**config.mk**
```make
export PLATFORM = sky130hd
export DESIGN_NAME = pll_phase_ctrl
export DESIGN_NICKNAME = d
export VERILOG_FILES = /design/src/rtl/pll_ctrl_pkg.sv /design/src/rtl/sync2_bit.sv /design/src/rtl/pll_phase_ctrl.sv
export SDC_FILE = /design/constraint.sdc
export NUM_CORES = 1
export LEC_CHECK = 0
export BUFFER_PORTS_ARGS = -buffer_cell sky130_fd_sc_hd__buf_2
export CAP_MARGIN = 15
export CORE_MARGIN = 5
export CORE_UTILIZATION = 60
export DETAILED_ROUTE_END_ITERATION = 8
export GPL_TIMING_DRIVEN = 0
export PLACE_DENSITY = 0.9
export REMOVE_ABC_BUFFERS = 1
export SETUP_SLACK_MARGIN = 0.4
export SKIP_LAST_GASP = 1
export SLEW_MARGIN = 20
export SYNTH_ARGS = -nofsm -noshare
export SYNTH_HDL_FRONTEND = slang
export SYNTH_SLANG_ARGS = --single-unit
```
**constraint.sdc**
```tcl
create_clock -name clkin -period 7.3 [get_ports clkin]
set_input_delay 1.095 -clock clkin [delete_from_list [all_inputs] [get_ports clkin]]
set_output_delay 1.095 -clock clkin [all_outputs]
set_load 0.03 [all_outputs]
```
**src/rtl/pll_ctrl_pkg.sv**
```systemverilog
// Shared types and constants for the ECP5 PLL bring-up / phase-step controller.
package pll_ctrl_pkg;

  typedef enum logic [2:0] {
    RST_PLL,
    WAIT_LOCK,
    READY,
    SETUP,
    PULSE,
    GAP
  } state_e;

  localparam logic [1:0] SEL_CLKOS  = 2'b00;
  localparam logic [1:0] SEL_CLKOS2 = 2'b01;
  localparam logic [1:0] SEL_CLKOS3 = 2'b10;
  localparam logic [1:0] SEL_CLKOP  = 2'b11;

  localparam int unsigned LANE_W = 8;

  function automatic logic [7:0] sat_inc8(input logic [7:0] v);
    return (v == 8'hFF) ? v : v + 8'd1;
  endfunction

endpackage

```
**src/rtl/sync2_bit.sv**
```systemverilog
// Two-flop synchronizer for a single asynchronous level.
module sync2_bit (
  input  logic clk_i,
  input  logic rst_i,
  input  logic d_i,
  output logic q_o
);

  logic meta_q;
  logic sync_q;

  always_ff @(posedge clk_i) begin
    if (rst_i) begin
      meta_q <= 1'b0;
      sync_q <= 1'b0;
    end else begin
      meta_q <= d_i;
      sync_q <= meta_q;
    end
  end

  assign q_o = sync_q;

endmodule

```
**src/rtl/pll_phase_ctrl.sv**
```systemverilog
// EHXPLLL reset/lock bring-up and dynamic phase-step sequencer.
// Define PLL_PHASE_TRACK_EN to track per-output phase position on phase_pos.
module pll_phase_ctrl
  import pll_ctrl_pkg::*;
#(
  parameter int unsigned RST_PULSE_CYCLES    = 16,
  parameter int unsigned LOCK_STABLE_CYCLES  = 1024,
  parameter int unsigned LOCK_TIMEOUT_CYCLES = 65536,
  parameter int unsigned SETUP_CYCLES        = 2,
  parameter int unsigned PULSE_CYCLES        = 4,
  parameter int unsigned GAP_CYCLES          = 4,
  parameter int unsigned STEPS_W             = 8
) (
  input  logic               clkin,
  input  logic               reset,
  input  logic               pll_locked,
  output logic               pll_rst,
  output logic               sys_reset,
  output logic [1:0]         phasesel,
  output logic               phasedir,
  output logic               phasestep,
  input  logic               req_valid,
  output logic               req_ready,
  input  logic [1:0]         req_sel,
  input  logic               req_dir,
  input  logic [STEPS_W-1:0] req_steps,
  output logic               step_done,
  output logic [7:0]         lock_loss_cnt,
  output logic [31:0]        phase_pos
);

  localparam int unsigned MAX_A   = (RST_PULSE_CYCLES > LOCK_TIMEOUT_CYCLES) ?
                                    RST_PULSE_CYCLES : LOCK_TIMEOUT_CYCLES;
  localparam int unsigned MAX_B   = (SETUP_CYCLES > PULSE_CYCLES) ? SETUP_CYCLES : PULSE_CYCLES;
  localparam int unsigned MAX_C   = (MAX_B > GAP_CYCLES) ? MAX_B : GAP_CYCLES;
  localparam int unsigned CNT_MAX = (MAX_A > MAX_C) ? MAX_A : MAX_C;
  localparam int unsigned CNT_W   = $clog2(CNT_MAX) + 1;
  localparam int unsigned STAB_W  = $clog2(LOCK_STABLE_CYCLES) + 1;

  localparam logic [CNT_W-1:0]  RST_LAST   = CNT_W'(RST_PULSE_CYCLES - 1);
  localparam logic [CNT_W-1:0]  TMO_LAST   = CNT_W'(LOCK_TIMEOUT_CYCLES - 1);
  localparam logic [CNT_W-1:0]  SETUP_LAST = CNT_W'(SETUP_CYCLES - 1);
  localparam logic [CNT_W-1:0]  PULSE_LAST = CNT_W'(PULSE_CYCLES - 1);
  localparam logic [CNT_W-1:0]  GAP_LAST   = CNT_W'(GAP_CYCLES - 1);
  localparam logic [STAB_W-1:0] STAB_LAST  = STAB_W'(LOCK_STABLE_CYCLES - 1);

  logic locked;

  sync2_bit u_lock_sync (
    .clk_i (clkin),
    .rst_i (reset),
    .d_i   (pll_locked),
    .q_o   (locked)
  );

  state_e             state_q, state_d;
  logic [CNT_W-1:0]   cnt_q, cnt_d;
  logic [STAB_W-1:0]  stab_q, stab_d;
  logic [STEPS_W-1:0] steps_q, steps_d;
  logic [1:0]         sel_q, sel_d;
  logic               dir_q, dir_d;
  logic               step_q, step_d;
  logic               pll_rst_q, pll_rst_d;
  logic               sys_rst_q, sys_rst_d;
  logic               ready_q, ready_d;
  logic               done_q, done_d;
  logic [7:0]         loss_q, loss_d;
  logic               unlk_q;
  logic               active, lost, enter_rst, enter_pulse;

  assign active = (state_q == READY) || (state_q == SETUP) ||
                  (state_q == PULSE) || (state_q == GAP);
  // Two consecutive unlocked cycles; a single-cycle drop never trips this.
  assign lost   = active && !locked && unlk_q;

  always_comb begin
    state_d     = state_q;
    cnt_d       = cnt_q;
    stab_d      = stab_q;
    steps_d     = steps_q;
    sel_d       = sel_q;
    dir_d       = dir_q;
    step_d      = step_q;
    pll_rst_d   = pll_rst_q;
    sys_rst_d   = sys_rst_q;
    ready_d     = ready_q;
    done_d      = 1'b0;
    loss_d      = loss_q;
    enter_rst   = 1'b0;
    enter_pulse = 1'b0;

    case (state_q)
      RST_PLL: begin
        if (cnt_q == RST_LAST) begin
          state_d   = WAIT_LOCK;
          pll_rst_d = 1'b0;
          cnt_d     = '0;
          stab_d    = '0;
        end else begin
          cnt_d = cnt_q + 1'b1;
        end
      end
      WAIT_LOCK: begin
        stab_d = locked ? stab_q + 1'b1 : '0;
        if (locked && stab_q == STAB_LAST) begin
          state_d   = READY;
          sys_rst_d = 1'b0;
          ready_d   = 1'b1;
          cnt_d     = '0;
        end else if (cnt_q == TMO_LAST) begin
          enter_rst = 1'b1;
        end else begin
          cnt_d = cnt_q + 1'b1;
        end
      end
      READY: begin
        if (req_valid && ready_q) begin
          sel_d   = req_sel;
          dir_d   = req_dir;
          steps_d = req_steps;
          if (req_steps == '0) begin
            done_d = 1'b1;
          end else begin
            state_d = SETUP;
            ready_d = 1'b0;
            cnt_d   = '0;
          end
        end
      end
      SETUP: begin
        if (cnt_q == SETUP_LAST) begin
          state_d     = PULSE;
          step_d      = 1'b1;
          cnt_d       = '0;
          enter_pulse = 1'b1;
        end else begin
          cnt_d = cnt_q + 1'b1;
        end
      end
      PULSE: begin
        if (cnt_q == PULSE_LAST) begin
          state_d = GAP;
          step_d  = 1'b0;
          cnt_d   = '0;
        end else begin
          cnt_d = cnt_q + 1'b1;
        end
      end
      GAP: begin
        if (cnt_q == GAP_LAST) begin
          cnt_d   = '0;
          steps_d = steps_q - 1'b1;
          if (steps_d == '0) begin
            state_d = READY;
            ready_d = 1'b1;
            done_d  = 1'b1;
          end else begin
            state_d     = PULSE;
            step_d      = 1'b1;
            enter_pulse = 1'b1;
          end
        end else begin
          cnt_d = cnt_q + 1'b1;
        end
      end
      default: enter_rst = 1'b1;
    endcase

    // Lock loss overrides whatever the stepping sequence decided this cycle.
    if (lost) begin
      enter_rst   = 1'b1;
      enter_pulse = 1'b0;
      done_d      = 1'b0;
      loss_d      = sat_inc8(loss_q);
    end

    if (enter_rst) begin
      state_d   = RST_PLL;
      pll_rst_d = 1'b1;
      sys_rst_d = 1'b1;
      ready_d   = 1'b0;
      step_d    = 1'b0;
      cnt_d     = '0;
    end
  end

  always_ff @(posedge clkin) begin
    if (reset) begin
      state_q   <= RST_PLL;
      cnt_q     <= '0;
      stab_q    <= '0;
      steps_q   <= '0;
      sel_q     <= '0;
      dir_q     <= 1'b0;
      step_q    <= 1'b0;
      pll_rst_q <= 1'b1;
      sys_rst_q <= 1'b1;
      ready_q   <= 1'b0;
      done_q    <= 1'b0;
      loss_q    <= '0;
      unlk_q    <= 1'b0;
    end else begin
      state_q   <= state_d;
      cnt_q     <= cnt_d;
      stab_q    <= stab_d;
      steps_q   <= steps_d;
      sel_q     <= sel_d;
      dir_q     <= dir_d;
      step_q    <= step_d;
      pll_rst_q <= pll_rst_d;
      sys_rst_q <= sys_rst_d;
      ready_q   <= ready_d;
      done_q    <= done_d;
      loss_q    <= loss_d;
      unlk_q    <= !locked;
    end
  end

`ifdef PLL_PHASE_TRACK_EN
  logic [3:0][LANE_W-1:0] pos_q, pos_d;

  always_comb begin
    pos_d = pos_q;
    if (enter_pulse) begin
      pos_d[sel_q] = pos_q[sel_q] + (dir_q ? LANE_W'(1) : '1);
    end
    if (enter_rst) begin
      pos_d = '0;
    end
  end

  always_ff @(posedge clkin) begin
    if (reset) begin
      pos_q <= '0;
    end else begin
      pos_q <= pos_d;
    end
  end

  assign phase_pos = pos_q;
`else
  logic unused_enter_pulse;
  assign unused_enter_pulse = enter_pulse;
  assign phase_pos          = '0;
`endif

  assign pll_rst       = pll_rst_q;
  assign sys_reset     = sys_rst_q;
  assign phasesel      = sel_q;
  assign phasedir      = dir_q;
  assign phasestep     = step_q;
  assign req_ready     = ready_q;
  assign step_done     = done_q;
  assign lock_loss_cnt = loss_q;

endmodule

```
======== After elaboration in Yosys (flattened, before gate mapping) ========
Index checks and enable logic that the tools add are counted.
word-level totals
  output and inout bits ................... 48
  flip-flop bits (word level) ............. 58
  word-level logic and storage cells ...... 115
  bits of input ports ..................... 15
operators by class
  reductions and logical operators ........ 31
  muxes and demuxes ....................... 43
  equality and inequality tests ........... 21
  bitwise operators ....................... 1
  add/sub/neg operators ................... 4
operators by type and width
  operator                 number
  $mux W17                 7
  $pmux W17 S5             1
  $mux W3                  8
  $mux W11                 2
  $pmux W11 S2             1
  $pmux W3 S6              1
  $add A17 B1 Y17 const B  1
  $eq A17 B1 Y1 const B    1
  $eq A17 B16 Y1 const B   1
  $eq A17 B2 Y1 const B    1
  $eq A17 B4 Y1 const B    1
  $logic_not A8 Y1         2
  $mux W1                  16
  $mux W8                  2
  $pmux W8 S2              1
  $add A11 B1 Y11 const B  1
  $eq A11 B10 Y1 const B   1
  $ne A2 B1 Y1 const B     5
  $reduce_and A2 Y1        5
  $add A8 B1 Y8 const B    1
  $eq A8 B8 Y1 const B     1
  $ne A2 B2 Y1 const B     4
  $reduce_and A8 Y1        1
  $sub A8 B1 Y8 const B    1
  21 further kinds         34

======== Logic depth before layout (Yosys ltp) ========
Gate-level depths: netlist (run 1).
  depth after elaboration ................. 8
  depth in mapped cells ................... 12
  mapped depth without buffers ............ 9

======== Hierarchy ========
Synthesis (run 1) repeated with hierarchy kept, for this count alone.
second synthesis, totals
  cells, all modules ...................... 434
  area, all modules ....................... 3,419.5 um^2
by module, submodules not included
  module          seq. area each (um^2)  area each (um^2)  cells each  times used
  pll_phase_ctrl  1,121.1                3,367.0           430         1
  sync2_bit       40.0                   52.6              4           1

======== Worst setup path after synthesis (run 1) ========
Ideal clock, no wire load.
  path kind ............................... input -> register
  start ................................... input port req_steps[2]
  end ..................................... register cnt_q[0]
  setup time .............................. 0.114 ns
  buffers on the path ..................... 3
  stages .................................. 8
  required time ........................... 7.186 ns
  arrival time ............................ 2.736 ns
  path slack .............................. 4.449 ns
  cells stage by stage .................... or4_1 o211ai_1 a221o_1 buf_6 buf_2 clkbuf_1 xor2_1 nor2_1
on the way
  word-level cells in the longest chain between the ends .. 3
ends and longest elaborated chain
  what                         line                   RTL
  start: declaration           pll_phase_ctrl.sv:26   input logic [STEPS_W-1:0] req_steps,
  $logic_not A8 Y1             pll_phase_ctrl.sv:121  if (req_steps == '0) begin
  $ne A2 B2 Y1 (no line)       --
  $reduce_and A4 Y1 (no line)  --
  end signal: assignment       pll_phase_ctrl.sv:204  cnt_q <= cnt_d;
  end: declaration             pll_phase_ctrl.sv:57   logic [CNT_W-1:0] cnt_q, cnt_d;
Every way passes these cells.
A chain may end at the register's enable or synchronous reset.

======== Worst setup path after layout (run 1) ========
  start ................................... register stab_q[0]
  end ..................................... register cnt_q[0]
on the way
  word-level cells in the longest chain between the ends .. 6
  elaborated cells between the ends (all ways) .. 10
  classes of those cells .................. 2 x eq/ne; 5 x mux; 3 x reduce/logical
ends and longest elaborated chain
  what                        line                   RTL
  start: declaration          pll_phase_ctrl.sv:58   logic [STAB_W-1:0] stab_q, stab_d;
  start signal: assignment    pll_phase_ctrl.sv:205  stab_q <= stab_d;
  $eq A11 B10 Y1 *            pll_phase_ctrl.sv:105  if (locked && stab_q == STAB_LAST) begin
  $logic_and A1 B1 Y1 *       pll_phase_ctrl.sv:105
  $mux W1                     pll_phase_ctrl.sv:105
  $pmux W1 S2                 pll_phase_ctrl.sv:92   case (state_q)
  $mux W1                     pll_phase_ctrl.sv:170  if (lost) begin
  $reduce_or A2 Y1 (no line)  --
Mark *: on every way between the ends. The rest lies on a longest branch, timed or not.

==> flow_summary.ini, run 1 <==
[outcome]
outcome = complete, no violations

[sta]
finalSetupViolCount = 0
rsz0062_at_grt = false
worst_slew_margin_rel_pct = 29.9
tightestPinTransition_ns = 1.05
fin_skew_ns = 0.00676
hold_viol_final = 0
maxSlewViolCount = 0
max_freq_mhz = 314
whs_ns = 0.450
fin_crit_ns = 3.18
period_share_pct = 43.6
fin_setup_tns_ns = 0

[global_routing]
first_global_vias = 2858
grt-ovfl-total = 0
grt_pass1_wl_mm = 12.6
grt_max_degree = 38
globalRouteTotalUtil_pct = 20.7
antenna_found_initial = 0

[route]
wl_mm = 7.64
ant_nets = 0
dr_total_vias = 3161
drtPass1Iterations = 5
dr.first_iter.drc_count = 217
wire_per_inst_um = 14.4
vias_per_cell = 5.98
drc_errors = 0

[die]
rows = 27
die_h_um = 85.3
fp.dieArea_sq_mm = 0.00728
pin_count = 63
die_width_um = 85.3
start_util_pct = 61.8
coreArea_sq_mm = 0.00551

[synthesis]
synth_edf_count = 0
synth_top_area_cell = dfxtp_1
synth.avg_cell_area_sq_um = 7.86
synth_area_leaders = dfxtp_1 34%, buf_4 7.1%, a21oi_1 6.3%
ys_ff_latch = 58
post-synth-top-area-fraction_pct = 34.1
ys_warn_count = 0
synthArstFlopShare_pct = 0
synth_flop_cell = dfxtp_1
synth_cells = 433
netlist_area_sq_mm = 0.00340
yosysSeqAreaShare_pct = 34.1
yosysUniqueCellTypes = 50

[clock_network]
cts_buffers = 9
clk_pin_slew_ns = 0.07
cts_sinks = 58
cts.path.max_buffers = 2
clk_latency_ns = 0.34
cts_root_buf = clkbuf_8
cts_max_level = 3
cts-hold-fix-buffers = 0
cts_resized = 0
cts_tree = yes
cts_setup_buffers = 0

[worst_setup_path]
start_kind = register
worstPathCellList = ha_1, nand4_1, or4_4, a221o_2, o41ai_4, nor2_1
worst-setup-path-type = register to register
cp_data_required_time_ns = 7.49
reg2reg_setup_slack_ns = 4.12
cp-end-kind = register
critPathMaxFanout = 37
worstPathArrival_ns = 3.37
critical_path.max_stage_delay_ns = 0.95
cp_slowest_cell = o41ai_4

[cells_and_area]
area_growth_pct = 8.49
multi_input_area_sq_mm = 0.00198
drive_above_1_share_pct = 12.3
nFillCells = 432
register_area_sq_mm = 0.00116
n_antenna_cell = 0
final_net_count = 474

[hold_path]
hp-class = register to register

[pwr]
power.leakage_uw = 0.00135
power.density_mw_per_mm2 = 252
peakVddDrop_v = 0.000216

[placement]
dpl.hpwl_mm = 5.30
port_buffers = 30
gp_congestion = 0.822

[run]
max_cap_viol_count = 0
cells in the final DEF, fill, tap and decap left out, types with 15 or more instances in the layout:
| cell | Yosys | layout |
|---|---|---|
| nand2_1 | 36 | 36 |
| or3_1 | 16 | 16 |
| conb_1 | 1 | 32 |
| nand3_1 | 15 | 15 |
| buf_2 | 1 | 30 |
| nor2_1 | 35 | 35 |
| a21oi_1 | 43 | 43 |
| dfxtp_1 | 58 | 58 |
| o21ai_0 | 25 | 25 |
| o31ai_1 | 15 | 15 |
cells in the mapped netlist (13+ instances only):
library cell  count
dfxtp_1          58
a21oi_1          43
nand2_1          36
nor2_1           35
buf_4            32
o21ai_0          25
clkbuf_1         17
or3_1            16
nand3_1          15
o31ai_1          15
or4_1            14
inv_1            13
critical path: cells and delay by family (launching register included):
kind / cells / cell delay (ns)
AOI/OAI and AO/OA: 2 / 1.58
and+or+nand+nor: 3 / 0.83
DFF: 1 / 0.39
adders and majority gates: 1 / 0.23
where the power goes:
part / switching, uW / leakage (uW) / internal, uW / total, uW
sequential: 18.9 / 0.000469 / 328 / 347
combinational: 128 / 0.000746 / 57.3 / 185
clock: 130 / 0.000134 / 270 / 400
total: 276 / 0.00135 / 656 / 932
path summary, 6_finish.rpt:
check | startpoint | to | cells after the start
min | u_lock_sync.meta_q | u_lock_sync.q_o | 1
max | stab_q[0] | cnt_q[0] | 6
min reg2reg | u_lock_sync.meta_q | u_lock_sync.q_o | 1
max reg2reg | stab_q[0] | cnt_q[0] | 6
per-stage QoR:
stage	std cells	util, %	total power [uW]	worst slack [ns]	area (sq um)
6_report	529	67.1	932	4.12	3690
5_1_grt	529	67.1	973	3.89	3690
4_1_cts	529	67.0	934	3.95	3690
3_5_place_dp	513	62.2	535	3.65	3420
3_3_place_gp	513	62.2	527	3.74	3420
2_1_floorplan	411	-	491	4.28	3180
flip-flops by register name, summed over array words and instances (netlist names):
signal	count
u_lock_sync.q_o	1
phasedir	1
sys_reset	1
stab_q	11
lock_loss_cnt	8
state_q	3
cnt_q	17
req_ready	1
step_done	1
pll_rst	1
phasesel	2
steps_q	8
unlk_q	1
u_lock_sync.meta_q	1
phasestep	1
cells by family after synthesis:
kind of cell	count (synthesis)	share of synthesized area [%]
and+or+nand+nor	177	27.6
AOI/OAI and AO/OA	112	21.0
buffers and inverters	66	11.3
DFF	58	34.1
adders and majority gates	7	2.57
xor gates and xnor gates	7	1.80
muxes	5	1.47
other	1	0.110
area by class of cell:
type	instances	area share, %
repair buffers	30	4.07
well taps	72	2.44
flip-flops and latches	58	31.4
clock inverters	5	3.39
inverters	13	1.32
multi-input cells	340	53.5
clock buffers	11	3.83
metal layers:
| metal | track usage [%] | routed length, um |
|---|---|---|
| met3 | 5.53 | 495 |
| met5 | 0 | 0 |
| met4 | 9.06 | 168 |
| met1 | 23.7 | 3130 |
| met2 | 36.0 | 3840 |
(Power assumes the default switching activity.)
==> run 2, diff against run 1 <==
--- a/config.mk
+++ b/config.mk
@@ -8,10 +8,10 @@
 export BUFFER_PORTS_ARGS = -buffer_cell sky130_fd_sc_hd__buf_2
 export CAP_MARGIN = 15
 export CORE_MARGIN = 5
-export CORE_UTILIZATION = 60
+export CORE_UTILIZATION = 56
 export DETAILED_ROUTE_END_ITERATION = 8
 export GPL_TIMING_DRIVEN = 0
-export PLACE_DENSITY = 0.9
+export PLACE_DENSITY = 0.85
 export REMOVE_ABC_BUFFERS = 1
 export SETUP_SLACK_MARGIN = 0.4
 export SKIP_LAST_GASP = 1
==> constraint.sdc (replaced) <==
create_clock -name clkin -period 3.1 [get_ports clkin]
set_input_delay 0.465 -clock clkin [delete_from_list [all_inputs] [get_ports clkin]]
set_output_delay 0.465 -clock clkin [all_outputs]
set_load 0.03 [all_outputs]
==> run 2 against run 1 <==
  * Count of clock-buffer cells in the layout up 3
  * Non-clock buffer count up 2
  * Global-route usage down 0.97 points
  * Critical endpoint is now cnt_q[16]
  * Largest power group is now registers
==> flow_summary.ini, run 2 (same netlist as run 1, synthesis figures left out) <==
[clock_network]
clk_pin_slew_ns = 0.06
cts.path.max_buffers = 2
clk_latency_ns = 0.34
cts_max_level = 3
cts_buffers = 9
cts_tree = yes
cts_root_buf = clkbuf_8
cts_sinks = 58

[global_routing]
antenna_found_initial = 0
top_usage_layer = met2
grt_pass1_wl_mm = 12.3
grt-ovfl-total = 0
grt_max_degree = 38
globalRouteTotalUtil_pct = 19.7
use_met1_pct = 24.7
gr-usage-met3_pct = 4.70
first_global_vias = 2788
gr-usage-met2_pct = 33.0

[sta]
hold_viol_final = 0
rsz0062_at_grt = true
maxSlewViolCount = 0
finalSetupViolCount = 0
fin_setup_tns_ns = 0
max_freq_mhz = 389
finalWorstSetupSlack_ns = 0.526
period_share_pct = 83.0
tightestPinTransition_ns = 1.02
fin_skew_ns = 0.00679
fin_crit_ns = 2.57
worst_slew_margin_rel_pct = 32.2
whs_ns = 0.331

[route]
dr.first_iter.drc_count = 215
vias_per_cell = 5.96
dr_total_vias = 3201
drc_errors = 0
wire_per_inst_um = 14.7
ant_nets = 0
drtPass1Iterations = 7
wl_mm = 7.89

[die]
coreArea_sq_mm = 0.00592
die_width_um = 88.0
die_h_um = 88.0
start_util_pct = 57.5
fp.dieArea_sq_mm = 0.00774
pin_count = 63
rows = 28

[placement]
dpl.hpwl_mm = 5.19
post-place-ws_ns = -0.260
gp_congestion = 0.861
port_buffers = 30
dpl_cell_area_sq_mm = 0.00343

[outcome]
outcome = complete, no violations

[cells_and_area]
top_regs = cnt_q (17), stab_q (11)
top_register = cnt_q
n_antenna_cell = 0
area_growth_pct = 8.42
layout_commonest_cell = dfxtp_1
mostFrequentLayoutCells = 58 x dfxtp_1, 43 x a21oi_1, 36 x nand2_1
largest_register_ffs = 17
design_area_sq_mm = 0.00369
final_net_count = 479
drive_above_1_share_pct = 13.4

[worst_setup_path]
worst-setup-path-type = register to register
worstPathArrival_ns = 2.84
cp-end-kind = register
start_kind = register
cp_data_required_time_ns = 3.37
critPathMaxFanout = 10

[hold_path]
hp-class = primary input to register

[pwr]
power.density_mw_per_mm2 = 533
peakVddDrop_v = 0.000331
power.leakage_uw = 0.00133

[run]
max_cap_viol_count = 0
[run 2: cell count changes in the layout (fill, tap and decap cells not counted), moves of 2 or more]
cell,delta
bufinv_16,-4
a221o_2,+2
buf_4,+2
clkbuf_8,+2
[run 2: layer usage]
metal | wire (um) | up-vias | share of wire, %
li1 | - | 1566 | -
met1 | 3280 | 1487 | 41
met2 | 3890 | 134 | 49
met3 | 599 | 14 | 7.6
met4 | 125 | 0 | 1.6
met5 | 0 | - | 0
[run 2: final cells by class]
type	count	area, sq um
tap	75	93.8
multi-input combinational	343	2040
timing repair buffer	32	165
clock buffer	14	173
inverter	13	48.8
fill	520	2230
clock inverter	2	10.0
sequential	58	1160
[run 2: report_power, final]
| group | total [uW] | internal (uW) | switching [uW] |
|---|---|---|---|
| sequential | 820 | 773 | 46.9 |
| combinational | 500 | 171 | 329 |
| clock | 647 | 353 | 294 |
[run 2: final timing paths]
kind	depth (start not counted)	from	slack, ns	to
max	7	stab_q[0]	0.53	cnt_q[16]
min	2	pll_locked	0.33	u_lock_sync.meta_q
min reg2reg	1	u_lock_sync.meta_q	0.45	u_lock_sync.q_o
max reg2reg	7	stab_q[0]	0.53	cnt_q[16]
[run 2: per-stage QoR]
| stage | std cells | util [%] | power, uW |
|---|---|---|---|
| finish | 537 | 62.3 | 1970 |
| global route | 537 | 62.3 | 2060 |
| CTS | 534 | 61.4 | 1930 |
| detailed placement | 516 | 57.9 | 1260 |
| global placement | 516 | 57.9 | 1240 |
| floorplan | 411 | - | 1160 |
[run 2: critical path, stage by stage (launching register included)]
cell and delay, ns:
dfxtp_1 0.39, ha_1 0.24, nand4_1 0.18, or4_4 0.61, a311oi_4 0.58, o41ai_4 0.18, buf_4 0.21, a21oi_1 0.12
[run 2: timing repair]
| action | in CTS | in global routing |
|---|---|---|
| pin swaps | 1 | 1 |
| gates resized for setup | 2 | 4 |
| buffers inserted | 2 | 0 |
| hold buffers | 0 | 0 |
| setup endpoints to repair | 20 | 20 |
| cloned | 0 | 3 |
==> run 3, diff against run 2 <==
==> constraint.sdc (replaced) <==
create_clock -name clkin -period 2.5 [get_ports clkin]
set_input_delay 0.375 -clock clkin [delete_from_list [all_inputs] [get_ports clkin]]
set_output_delay 0.375 -clock clkin [all_outputs]
set_load 0.03 [all_outputs]
==> run 3 against run 2 <==
  * Critical path type unchanged
  * First-iteration DRC count up 56%
  * Clock skew is 0.0017 ns higher
  * Non-clock buffer count increased by 22
  * Clock power increased by 27%
  * Die area stayed put
  * Sequential share of layout area is 2.2 points lower
  * Wire length up 19%
  * Sequential cell count stayed put
  * Maximum frequency is 6.3% higher
  * Utilization increased by 6.1 points
  * Highest routed layer unchanged
==> flow_summary.ini, run 3 (same netlist as run 1, synthesis figures left out) <==
[outcome]
outcome = complete, no violations

[route]
wl_mm = 9.43
drc_errors = 0
wire_per_inst_um = 16.9
ant_nets = 0
dr.first_iter.drc_count = 335
vias_per_cell = 6.30
dr_total_vias = 3523
drtPass1Iterations = 5

[worst_setup_path]
crit_start = stab_q[1]
cp_slowest_cell = or4_4
reg2reg_setup_slack_ns = 0.08
regToRegEndpoint = cnt_q[4]
worstPathCellList = ha_4, nand4_1, or4_4, a221o_2, o41ai_4, buf_4, buf_6, a21oi_1
worstPathArrival_ns = 2.65
critPathBufInv = 2
crit_path_end = cnt_q[4]
critPathTopFamily = compound AO/OA/AOI/OAI gates
critPathMaxFanout = 7
worst-setup-path-type = register to register
crit_cells = 8
cp-end-kind = register
critical_path.max_stage_delay_ns = 0.53
r2r-start = stab_q[1]
start_kind = register
reg2reg_depth = 8
cp_data_required_time_ns = 2.73

[global_routing]
first_global_vias = 3098
globalRouteTotalUtil_pct = 22.9
grt_max_degree = 29
grt_pass1_wl_mm = 14.1
grt-ovfl-total = 0
antenna_found_initial = 0

[placement]
dpl.hpwl_mm = 5.19
gp_congestion = 0.861
port_buffers = 30
dpl.cell_count = 516

[pwr]
power.density_mw_per_mm2 = 652
power.leakage_uw = 0.00146
peakVddDrop_v = 0.000462

[die]
die_width_um = 88.0
rows = 28
coreArea_sq_mm = 0.00592
pin_count = 63
fp.dieArea_sq_mm = 0.00774
die_h_um = 88.0
start_util_pct = 57.5

[clock_network]
clk_pin_slew_ns = 0.06
cts-hold-fix-buffers = 0
clk_latency_ns = 0.35
cts_buffers = 9
cts_tree = yes
cts.path.max_buffers = 2
cts_root_buf = clkbuf_8
cts_max_level = 3
cts_sinks = 58

[cells_and_area]
fin_util_pct = 68.5
final_net_count = 501
n_antenna_cell = 0
drive_above_1_share_pct = 26.0
fin_cells = 559
top_register = cnt_q
mostFrequentLayoutCells = 44 x dfxtp_1, 35 x nand2_1, 33 x nor2_1
top_regs = cnt_q (17), stab_q (11)
layout_commonest_cell = dfxtp_1
largest_register_ffs = 17
area_growth_pct = 19.1

[hold_path]
hp-class = primary input to register
hp-start = pll_locked

[sta]
tightestPinTransition_ns = 0.741
fin_crit_ns = 2.42
fin_skew_ns = 0.00845
max_freq_mhz = 413
worst_slew_margin_rel_pct = 50.4
hold_viol_final = 0
period_share_pct = 96.9
rsz0062_at_grt = true
finalSetupViolCount = 0
maxSlewViolCount = 0

[run]
max_cap_viol_count = 0
run 3: layout make-up:
class	count	area [sq um]
clock buffers	14	173
clock inverters	2	10.0
fillers	449	1870
inverters	13	48.8
multi-input cells	343	2190
flip-flops and latches	58	1190
well taps	75	93.8
repair buffers	54	353
run 3: worst reg2reg max path: stages (launching register included):
cell and delay (ns):
dfxtp_2 0.37, ha_4 0.15, nand4_1 0.16, or4_4 0.53
a221o_2 0.44, o41ai_4 0.28, buf_4 0.19, buf_6 0.14
a21oi_1 0.05
run 3: where the power goes:
part | leakage, uW | internal [uW] | switching (uW)
clock network | 0.0000965 | 439 | 383
registers | 0.000476 | 958 | 68.3
logic | 0.000890 | 301 | 492
total | 0.00146 | 1700 | 944
run 3: metrics by stage:
stage | power, uW | hold WS [ns] | TNS, ns | worst slack [ns] | instance area [sq um]
final | 2640 | 0.237 | 0 | 0.0779 | 4050
after global routing | 2730 | 0.260 | 0 | 0.00678 | 4050
after CTS | 2490 | 0.237 | 0 | 0.213 | 3880
after detailed placement | 1560 | 0.440 | -15.18 | -0.860 | 3430
after global placement | 1540 | 0.433 | -13.75 | -0.785 | 3430
after floorplan | 1430 | 0.414 | -4.48 | -0.281 | 3180
run 3: how the worst min path moves through the flow:
| stage | depth (start not counted) | slack [ns] | to |
|---|---|---|---|
| 2_1_floorplan | 1 | 0.41 | u_lock_sync.q_o |
| 6_report | 2 | 0.24 | u_lock_sync.meta_q |
| 5_1_grt | 2 | 0.26 | u_lock_sync.meta_q |
| 3_3_place_gp | 1 | 0.43 | u_lock_sync.q_o |
| 3_5_place_dp | 1 | 0.44 | u_lock_sync.q_o |
| 4_1_cts | 2 | 0.24 | u_lock_sync.meta_q |
run 3: timing repair:
item                                    in CTS  in global routing
resized for setup                           37                 26
setup buffers                               13                 10
hold endpoints to repair                     0                  0
endpoints found under the setup margin      35                 40
pin swaps                                   19                  8
cloned                                       3                  1
run 3: routing by layer:
layer  share of wire, %  routed length [um]  GRT usage, %
met1                 38                3610          26.9
met2                 50                4710          39.2
met3                8.6                 807          6.30
met4                3.3                 307          9.62
met5                  0                   0             0
